[config.mk]
export PLATFORM = sky130hd
export DESIGN_NAME = mc_main_ctrl_flat
export DESIGN_NICKNAME = d
export VERILOG_FILES = /design/src/rtl/mc_main_ctrl_if.sv /design/src/rtl/mc_main_ctrl.sv /design/src/flat_wrapper.sv
export SDC_FILE = /design/constraint.sdc
export NUM_CORES = 1
export LEC_CHECK = 0
export BUFFER_PORTS_ARGS = -buffer_cell sky130_fd_sc_hd__buf_2
export CORE_UTILIZATION = 48
export DETAILED_ROUTE_END_ITERATION = 7
export PLACE_DENSITY = 0.89
export SETUP_SLACK_MARGIN = 0.2
export SLEW_MARGIN = 10
export SYNTH_ARGS = -nofsm -noshare
export SYNTH_HDL_FRONTEND = slang
export SYNTH_SLANG_ARGS = --single-unit
[constraint.sdc]
create_clock -name clk -period 1.75 [get_ports clk]
set_input_delay 0.35 -clock clk [delete_from_list [all_inputs] [get_ports clk]]
set_output_delay 0.35 -clock clk [all_outputs]
set_load 0.03 [all_outputs]
[src/rtl/mc_main_ctrl_if.sv]
// rtl/mc_main_ctrl_if.sv - control bus between multicycle MIPS datapath and its main control FSM
//
// Signals:
//   op[5:0]        IR[31:26] opcode seen by the controller
//   zero           ALU zero flag
//   mem_ready      memory completes the current access this cycle
//   iord           memory address select (0=PC, 1=ALUOut)
//   mem_read       memory read request
//   mem_write      memory write request
//   ir_write       IR load enable
//   reg_dst        write register select (0=rt, 1=rd)
//   mem_to_reg     write data select (0=ALUOut, 1=MDR)
//   reg_write      register file write enable
//   alu_src_a      ALU A select (0=PC, 1=A)
//   alu_src_b[1:0] ALU B select (00=B, 01=4, 10=SignImm, 11=SignImm<<2)
//   alu_op[1:0]    00=add, 01=sub, 10=funct decode
//   pc_src[1:0]    00=ALUResult, 01=ALUOut, 10=jump target
//   pc_write       PC load enable, branch condition already folded in
//   mem_timeout    sticky memory wait timeout
//   state_out[3:0] current FSM state for debug
// Modports: master = datapath side, slave = controller side.

interface mc_main_ctrl_if;
    logic [5:0] op;
    logic       zero;
    logic       mem_ready;
    logic       iord;
    logic       mem_read;
    logic       mem_write;
    logic       ir_write;
    logic       reg_dst;
    logic       mem_to_reg;
    logic       reg_write;
    logic       alu_src_a;
    logic [1:0] alu_src_b;
    logic [1:0] alu_op;
    logic [1:0] pc_src;
    logic       pc_write;
    logic       mem_timeout;
    logic [3:0] state_out;

    modport master (
        output op, zero, mem_ready,
        input  iord, mem_read, mem_write, ir_write, reg_dst, mem_to_reg,
               reg_write, alu_src_a, alu_src_b, alu_op, pc_src, pc_write,
               mem_timeout, state_out
    );

    modport slave (
        input  op, zero, mem_ready,
        output iord, mem_read, mem_write, ir_write, reg_dst, mem_to_reg,
               reg_write, alu_src_a, alu_src_b, alu_op, pc_src, pc_write,
               mem_timeout, state_out
    );
endinterface

[src/rtl/mc_main_ctrl.sv]
// rtl/mc_main_ctrl.sv - multicycle MIPS main control FSM (lw, sw, R-type, beq, addi, j)
//
// Ports:
//   clk    rising-edge clock
//   reset  synchronous active-high reset; also forces every output to 0 while high
//   bus    mc_main_ctrl_if.slave: op/zero/mem_ready in, all mux selects,
//          write enables, mem_timeout and state_out out
// Parameters:
//   MEM_WAIT_MAX  cycles of mem_ready=0 before mem_timeout is raised (0 = never)
// Build option:
//   MC_ILLEGAL_TRAP_EN  when defined, an unrecognised opcode parks the FSM in
//                       TRAP (state 12) until reset; otherwise it is a NOP.

module mc_main_ctrl #(
    parameter int MEM_WAIT_MAX = 15
) (
    input  logic          clk,
    input  logic          reset,
    mc_main_ctrl_if.slave bus
);

    typedef enum logic [3:0] {
        S_FETCH  = 4'd0,
        S_DECODE = 4'd1,
        S_MEMADR = 4'd2,
        S_MEMRD  = 4'd3,
        S_MEMWB  = 4'd4,
        S_MEMWR  = 4'd5,
        S_EXEC   = 4'd6,
        S_ALUWB  = 4'd7,
        S_BRANCH = 4'd8,
        S_ADDIEX = 4'd9,
        S_ADDIWB = 4'd10,
        S_JUMP   = 4'd11,
        S_TRAP   = 4'd12
    } state_t;

    localparam logic [5:0] OP_LW    = 6'b100011;
    localparam logic [5:0] OP_SW    = 6'b101011;
    localparam logic [5:0] OP_RTYPE = 6'b000000;
    localparam logic [5:0] OP_BEQ   = 6'b000100;
    localparam logic [5:0] OP_ADDI  = 6'b001000;
    localparam logic [5:0] OP_J     = 6'b000010;

    localparam int              CNT_W      = (MEM_WAIT_MAX > 0) ? $clog2(MEM_WAIT_MAX + 1) : 1;
    localparam logic [CNT_W-1:0] CNT_MAX   = CNT_W'(MEM_WAIT_MAX);
    localparam bit              TIMEOUT_EN = (MEM_WAIT_MAX != 0);

    state_t           r_state;
    state_t           w_next;
    logic [CNT_W-1:0] r_wait_cnt;
    logic [CNT_W-1:0] w_cnt_inc;
    logic             r_timeout;
    logic             w_waiting;

    logic       w_iord;
    logic       w_mem_read;
    logic       w_mem_write;
    logic       w_ir_write;
    logic       w_reg_dst;
    logic       w_mem_to_reg;
    logic       w_reg_write;
    logic       w_alu_src_a;
    logic [1:0] w_alu_src_b;
    logic [1:0] w_alu_op;
    logic [1:0] w_pc_src;
    logic       w_pc_write;

    // Only the three memory-access states stall on mem_ready.
    assign w_waiting = (r_state == S_FETCH) || (r_state == S_MEMRD) || (r_state == S_MEMWR);
    // Saturating increment: the FSM keeps waiting after a timeout.
    assign w_cnt_inc = (r_wait_cnt == CNT_MAX) ? r_wait_cnt : r_wait_cnt + CNT_W'(1);

    always_ff @(posedge clk) begin
        if (reset) begin
            r_state    <= S_FETCH;
            r_wait_cnt <= '0;
            r_timeout  <= 1'b0;
        end else begin
            r_state <= w_next;
            if (w_waiting && !bus.mem_ready) begin
                r_wait_cnt <= w_cnt_inc;
                if (TIMEOUT_EN && (w_cnt_inc == CNT_MAX)) begin
                    r_timeout <= 1'b1;
                end
            end else begin
                r_wait_cnt <= '0;
            end
        end
    end

    always_comb begin
        w_next = r_state;
        case (r_state)
            S_FETCH:  if (bus.mem_ready) w_next = S_DECODE;
            S_DECODE: begin
                case (bus.op)
                    OP_LW, OP_SW: w_next = S_MEMADR;
                    OP_RTYPE:     w_next = S_EXEC;
                    OP_BEQ:       w_next = S_BRANCH;
                    OP_ADDI:      w_next = S_ADDIEX;
                    OP_J:         w_next = S_JUMP;
`ifdef MC_ILLEGAL_TRAP_EN
                    default:      w_next = S_TRAP;
`else
                    default:      w_next = S_FETCH;
`endif
                endcase
            end
            S_MEMADR: w_next = (bus.op == OP_LW) ? S_MEMRD : S_MEMWR;
            S_MEMRD:  if (bus.mem_ready) w_next = S_MEMWB;
            S_MEMWB:  w_next = S_FETCH;
            S_MEMWR:  if (bus.mem_ready) w_next = S_FETCH;
            S_EXEC:   w_next = S_ALUWB;
            S_ALUWB:  w_next = S_FETCH;
            S_BRANCH: w_next = S_FETCH;
            S_ADDIEX: w_next = S_ADDIWB;
            S_ADDIWB: w_next = S_FETCH;
            S_JUMP:   w_next = S_FETCH;
`ifdef MC_ILLEGAL_TRAP_EN
            S_TRAP:   w_next = S_TRAP;
`endif
            default:  w_next = S_FETCH;
        endcase
    end

    always_comb begin
        w_iord       = 1'b0;
        w_mem_read   = 1'b0;
        w_mem_write  = 1'b0;
        w_ir_write   = 1'b0;
        w_reg_dst    = 1'b0;
        w_mem_to_reg = 1'b0;
        w_reg_write  = 1'b0;
        w_alu_src_a  = 1'b0;
        w_alu_src_b  = 2'b00;
        w_alu_op     = 2'b00;
        w_pc_src     = 2'b00;
        w_pc_write   = 1'b0;
        case (r_state)
            S_FETCH: begin
                // PC+4 and IR load commit only on the cycle the fetch completes.
                w_mem_read  = 1'b1;
                w_alu_src_b = 2'b01;
                w_ir_write  = bus.mem_ready;
                w_pc_write  = bus.mem_ready;
            end
            S_DECODE: begin
                // Branch target precompute into ALUOut.
                w_alu_src_b = 2'b11;
            end
            S_MEMADR, S_ADDIEX: begin
                w_alu_src_a = 1'b1;
                w_alu_src_b = 2'b10;
            end
            S_MEMRD: begin
                w_mem_read = 1'b1;
                w_iord     = 1'b1;
            end
            S_MEMWB: begin
                w_reg_write  = 1'b1;
                w_mem_to_reg = 1'b1;
            end
            S_MEMWR: begin
                w_mem_write = 1'b1;
                w_iord      = 1'b1;
            end
            S_EXEC: begin
                w_alu_src_a = 1'b1;
                w_alu_op    = 2'b10;
            end
            S_ALUWB: begin
                w_reg_write = 1'b1;
                w_reg_dst   = 1'b1;
            end
            S_BRANCH: begin
                w_alu_src_a = 1'b1;
                w_alu_op    = 2'b01;
                w_pc_src    = 2'b01;
                w_pc_write  = bus.zero;
            end
            S_ADDIWB: begin
                w_reg_write = 1'b1;
            end
            S_JUMP: begin
                w_pc_src   = 2'b10;
                w_pc_write = 1'b1;
            end
            default: begin
            end
        endcase
    end

    // Reset masks the Moore decode so no enable can fire while reset is held.
    assign bus.iord        = w_iord       & ~reset;
    assign bus.mem_read    = w_mem_read   & ~reset;
    assign bus.mem_write   = w_mem_write  & ~reset;
    assign bus.ir_write    = w_ir_write   & ~reset;
    assign bus.reg_dst     = w_reg_dst    & ~reset;
    assign bus.mem_to_reg  = w_mem_to_reg & ~reset;
    assign bus.reg_write   = w_reg_write  & ~reset;
    assign bus.alu_src_a   = w_alu_src_a  & ~reset;
    assign bus.alu_src_b   = reset ? 2'b00 : w_alu_src_b;
    assign bus.alu_op      = reset ? 2'b00 : w_alu_op;
    assign bus.pc_src      = reset ? 2'b00 : w_pc_src;
    assign bus.pc_write    = w_pc_write   & ~reset;
    assign bus.mem_timeout = r_timeout    & ~reset;
    assign bus.state_out   = reset ? 4'd0 : r_state;

endmodule
[src/flat_wrapper.sv]
// flat-port wrapper written by rule: the top's interface ports become plain ports
module mc_main_ctrl_flat 
#(
    parameter int MEM_WAIT_MAX = 15
)
  (clk, reset, bus_op, bus_zero, bus_mem_ready, bus_iord, bus_mem_read, bus_mem_write, bus_ir_write, bus_reg_dst, bus_mem_to_reg, bus_reg_write, bus_alu_src_a, bus_alu_src_b, bus_alu_op, bus_pc_src, bus_pc_write, bus_mem_timeout, bus_state_out);
  mc_main_ctrl_if bus_i ();
  input  logic clk;
  input  logic reset;
  input wire logic [$bits(bus_i.op)-1:0] bus_op;
  input wire logic [$bits(bus_i.zero)-1:0] bus_zero;
  input wire logic [$bits(bus_i.mem_ready)-1:0] bus_mem_ready;
  output wire logic [$bits(bus_i.iord)-1:0] bus_iord;
  output wire logic [$bits(bus_i.mem_read)-1:0] bus_mem_read;
  output wire logic [$bits(bus_i.mem_write)-1:0] bus_mem_write;
  output wire logic [$bits(bus_i.ir_write)-1:0] bus_ir_write;
  output wire logic [$bits(bus_i.reg_dst)-1:0] bus_reg_dst;
  output wire logic [$bits(bus_i.mem_to_reg)-1:0] bus_mem_to_reg;
  output wire logic [$bits(bus_i.reg_write)-1:0] bus_reg_write;
  output wire logic [$bits(bus_i.alu_src_a)-1:0] bus_alu_src_a;
  output wire logic [$bits(bus_i.alu_src_b)-1:0] bus_alu_src_b;
  output wire logic [$bits(bus_i.alu_op)-1:0] bus_alu_op;
  output wire logic [$bits(bus_i.pc_src)-1:0] bus_pc_src;
  output wire logic [$bits(bus_i.pc_write)-1:0] bus_pc_write;
  output wire logic [$bits(bus_i.mem_timeout)-1:0] bus_mem_timeout;
  output wire logic [$bits(bus_i.state_out)-1:0] bus_state_out;
  assign bus_i.op = bus_op;
  assign bus_i.zero = bus_zero;
  assign bus_i.mem_ready = bus_mem_ready;
  assign bus_iord = bus_i.iord;
  assign bus_mem_read = bus_i.mem_read;
  assign bus_mem_write = bus_i.mem_write;
  assign bus_ir_write = bus_i.ir_write;
  assign bus_reg_dst = bus_i.reg_dst;
  assign bus_mem_to_reg = bus_i.mem_to_reg;
  assign bus_reg_write = bus_i.reg_write;
  assign bus_alu_src_a = bus_i.alu_src_a;
  assign bus_alu_src_b = bus_i.alu_src_b;
  assign bus_alu_op = bus_i.alu_op;
  assign bus_pc_src = bus_i.pc_src;
  assign bus_pc_write = bus_i.pc_write;
  assign bus_mem_timeout = bus_i.mem_timeout;
  assign bus_state_out = bus_i.state_out;
  mc_main_ctrl #(.MEM_WAIT_MAX(MEM_WAIT_MAX)) u_core (.clk(clk), .reset(reset), .bus(bus_i));
endmodule
==> After elaboration in Yosys (flattened, before gate mapping) <==
Cells that the tools add are included.
{ "totals": {"ff_bits": 9, "output_inout_bits": 20, "wordCells": 75} }
{ "op_classes": {"n_addsub": 1, "eq_ne": 21, "n_mux": 23, "bitwise": 12, "reduce_logical": 15} }
{ "ops": {"columns": ["operator", "count"], "rows": [
  ["$pmux 4 s7", 1],
  ["$eq 4x4->1 const B", 6],
  ["$mux 4", 5],
  ["$pmux 4 s5", 1],
  ["$eq 4x3->1 const B", 4],
  ["$eq 6x6->1 const B", 2],
  ["$and 1x1->1", 10],
  ["$reduce_or 2->1", 5],
  ["$eq 4x2->1 const B", 2],
  ["$mux 1", 8],
  ["$pmux 2 s2", 2],
  ["$eq 6x2->1 const B", 1],
  ["$eq 6x3->1 const B", 1],
  ["$eq 6x4->1 const B", 1],
  ["$logic_not 6->1", 1],
  ["$mux 2", 3],
  ["$ne 2x2->1 const B", 3],
  ["$pmux 2 s3", 1],
  ["$add 4x1->4 const B", 1],
  ["$eq 4x1->1 const B", 1],
  ["$logic_not 4->1", 1],
  ["$reduce_or 4->1", 1],
  ["$mux 3", 1],
  ["$pmux 1 s3", 1],
  ["7 further kinds", 9]
]} }

==> Longest topological paths before layout <==
{ "logic_depth": {"depth_word": 6, "ltp_mapped": 5, "ltp_nobuf": 5} }

==> Worst setup path before layout <==
Ideal clock, no wire load.
{ "synth_path": {"path_type": "flip-flop to output port", "from": "register u_core.r_state[2]", "to": "output bus_mem_to_reg", "arrival_ns": 1.670, "required_ns": 1.400, "setup_slack_ns": -0.270, "stages_incl_launch_ff": 4, "path_buffers": 1, "path_cell_list": "dfxtp_1 > clkbuf_1 > nand2b_1 > nor4_1"} }
{ "synth_via": {"elab_chain_len": 3} }
{ "synth_rtl": {"columns": ["element", "line_no", "source"], "rows": [
  ["start: declaration", "mc_main_ctrl.sv:49", "state_t r_state;"],
  ["start signal: assignment", "mc_main_ctrl.sv:80", "r_state <= w_next;"],
  ["$eq 4x3->1", "mc_main_ctrl.sv:140", "case (r_state)"],
  ["$mux 1", "mc_main_ctrl.sv:140", null],
  ["$and 1x1->1", "mc_main_ctrl.sv:200", "assign bus.mem_to_reg = w_mem_to_reg & ~reset;"],
  ["end: declaration", "flat_wrapper.sv:18", "output wire logic [$bits(bus_i.mem_to_reg)-1:0] bus_mem_to_reg;"]
]} }
No other way between the ends.

==> Worst setup path in the final report <==
{ "layout_path": {"from": "register u_core.r_state[1]", "to": "output bus_pc_write"} }
{ "layout_via": {"elab_chain_len": 3, "elab_cells_between_ends": 5} }
{ "layout_rtl": {"columns": ["element", "line_no", "source"], "rows": [
  ["$eq 4x4->1 / $logic_not 4->1 (equally long branches)", "mc_main_ctrl.sv:140", null],
  ["$pmux 1 s3 (*)", "mc_main_ctrl.sv:140", null],
  ["$and 1x1->1 (*)", "mc_main_ctrl.sv:206", "assign bus.pc_write = w_pc_write & ~reset;"],
  ["end: declaration", "flat_wrapper.sv:24", "output wire logic [$bits(bus_i.pc_write)-1:0] bus_pc_write;"]
]} }
Every way passes the cells marked *; elsewhere a longest branch is shown, timed or not.

==> summary.md <==
| Metric | Value |
|---|---|
| First-pass GRT wire length | `4610 um` |
| Peak VDD IR | `614 uV` |
| F_max | `562 MHz` |
| IO Port Bufs | `29` |
| Hold_ws | `469 ps` |
| Commonest non-fill, non-tap cell in the layout | `buf_4` |
| Setup crit end kind | `output port` |
| Max Slew Vio Count | `0` |
| Required @ worst endpoint | `1400 ps` |
| DR WL/cell | `21.5 um` |
| Vias in the first global route | `989` |
| Post-synth cell types | `45` |
| Clk slew on worst S/H paths | `80 ps` |
| Synth Flop Type | `dfxtp_1` |
| GRT Util Overall | `0.334` |
| Vias per cell | `7.14` |
| Yosys Warn Count | `0` |
| Hold_buf cts | `0` |
| DRC Markers | `4` |
| H-tree levels | `1` |
| GRT overflow | `0` |
| Cell Area, Synth | `831 sq um` |
| Final HPWL DP | `1710 um` |
| Antenna violation net count after detailed routing | `0` |
| Mean Syn Cell Area | `7.76 sq um` |
| Clock root buffer master | `clkbuf_4` |
| Seq/Total Area, Yosys | `0.217` |
| CP Max Fanout | `6` |
| Period minus WS final | `1780 ps` |
| Slew margin rel. | `0.675` |
| P&R area growth vs syn | `62.5%` |
| Final setup viols | `1` |
| Initial antenna violation count | `0` |
| Die area | `1900 sq um` |
| Most Used Layer, Global Route | `met2` |
| R2R Setup Slk | `90 ps` |
| Diode count | `0` |
| Initial DRC count | `101` |
| Clock buffer depth | `2` |
| PwrDens | `489 nW/um^2` |
| Die X | `43.6 um` |
| Most frequent cells in the layout | `16 x buf_4, 15 x buf_2, 12 x buf_6` |
| Die height | `43.6 um` |
| Synth async-reset ratio | `0` |
| Grt met1 use | `0.365` |
| Final worst path period share | `1.02` |
| Fin worst setup slack | `-28.5 ps` |
| CP Launch Type | `flip-flop` |
| Fin Setup TNS | `-28.5 ps` |
| Row count | `14` |
| Pre-Repair DR Iteration Count | `6` |
| Vias | `1171` |
| Clock skew | `20.0 ps` |
| Setup CP Type | `reg2out` |
| Layout net count | `160` |
| Worst-Skew Late Latency | `290 ps` |
| Worst slew pin tran | `483 ps` |
| Starting Density | `0.533` |
| Routing usage on met3 | `0.100` |
| Largest net degree at the start of global routing | `11` |
| Final Wtd Congestion | `0.809` |
| Status | `finished, violations left` |
| Worst slack, placed | `93.0 ps` |
| Cells after DPL | `151` |
| Post-Syn Instances | `107` |
| Failing checks | `DRC, setup timing` |
| Min-Delay Path Class | `in2reg` |
| Routed WL | `3530 um` |
| #FFs+latches synth | `9` |
| TritonCTS clock tree | `yes` |
| Number of CTS-inserted buffers | `3` |
| Maxcap violations | `0` |
| Final Cell Area | `1350 sq um` |
| Post-synth EDFFs | `0` |
| Post-synth net total | `118` |
| Post-place instance area | `1040 sq um` |
| Hold Vio Cnt, Final | `0` |
| Lkg Pwr | `0.000566 uW` |
| CTS sink cnt | `9` |
| RSZ-0062 raised after global routing | `yes` |
| Fin cells | `164` |
| WP data arrival | `1430 ps` |
| Share of layout cells above drive strength 1 | `0.601` |
| Met2 Resource Use GR | `0.585` |
| Placeable Area | `1560 sq um` |
| Io pins | `30` |
-- where the power goes --
group	switching (uW)	total, uW	internal (uW)
Clock	88.2	177	88.3
Sequential	24.0	235	211
Combinational	152	249	96.9
Total	264	661	396
-- what timing repair did --
action | 4_1_cts | 5_1_grt
pin swaps | 2 | 9
resized for setup | 43 | 22
setup buffers | 8 | 1
setup endpoints to repair | 27 | 23
-- per-stage QoR --
| stage | util | power [uW] |
|---|---|---|
| after floorplan | - | 367 |
| after global placement | 0.665 | 405 |
| after detailed placement | 0.665 | 413 |
| after CTS | 0.795 | 601 |
| after global routing | 0.866 | 687 |
| final | 0.866 | 661 |
-- cell families after synthesis --
family | Yosys count | share of synthesized area
compound gates | 26 | 0.233
simple gates | 51 | 0.354
fa+ha+maj | 1 | 0.0151
buf+inv | 11 | 0.0783
xor+xnor | 5 | 0.0527
mux | 4 | 0.0497
flops | 9 | 0.217
-- routing by layer --
layer  wire length, um  share of wire
met1              1170           0.33
met2              1650           0.47
met3               422           0.12
met4               293          0.083
met5                 0              0
-- synthesized netlist by cell type, types with 3 or more instances --
cell | n | area share
mux2i_1 | 3 | 0.036
nor3_1 | 9 | 0.054
nor2b_1 | 3 | 0.023
nand2_1 | 6 | 0.027
nand3_1 | 5 | 0.030
a22o_1 | 3 | 0.032
nand2b_1 | 4 | 0.030
inv_2 | 3 | 0.014
buf_6 | 3 | 0.041
nor2_1 | 9 | 0.041
dfxtp_1 | 9 | 0.22
a31oi_1 | 3 | 0.023
xor2_1 | 3 | 0.032
a21oi_1 | 7 | 0.042
-- worst paths after layout --
path | startpoint | end | cells after the start
min | bus_op[5] | u_core.r_state[3] | 4
max | u_core.r_state[1] | bus_pc_write | 5
min reg2reg | u_core.r_wait_cnt[1] | u_core.r_wait_cnt[1] | 2
max reg2reg | u_core.r_state[1] | u_core.r_state[0] | 7
-- worst max-delay path, cell delays in order, from the launching register on --
cell and delay (ps):
dfxtp_4 420, buf_6 140, nand2_2 90, a21o_1 190, a21oi_2 160, buf_6 150
-- flip-flops by register name, indices dropped and copies added (netlist names) --
| name | cells |
|---|---|
| u_core.r_wait_cnt | 4 |
| u_core.r_timeout | 1 |
| u_core.r_state | 4 |
-- cell type report --
| class | instances | area (sq um) |
|---|---|---|
| timing repair buffer | 43 | 330 |
| multi-input combinational | 87 | 754 |
| clock buffer | 4 | 26.3 |
| tap | 16 | 20.0 |
| sequential | 9 | 198 |
| fill | 69 | 209 |
| inverter | 5 | 21.3 |
(Power assumes the default switching activity.)
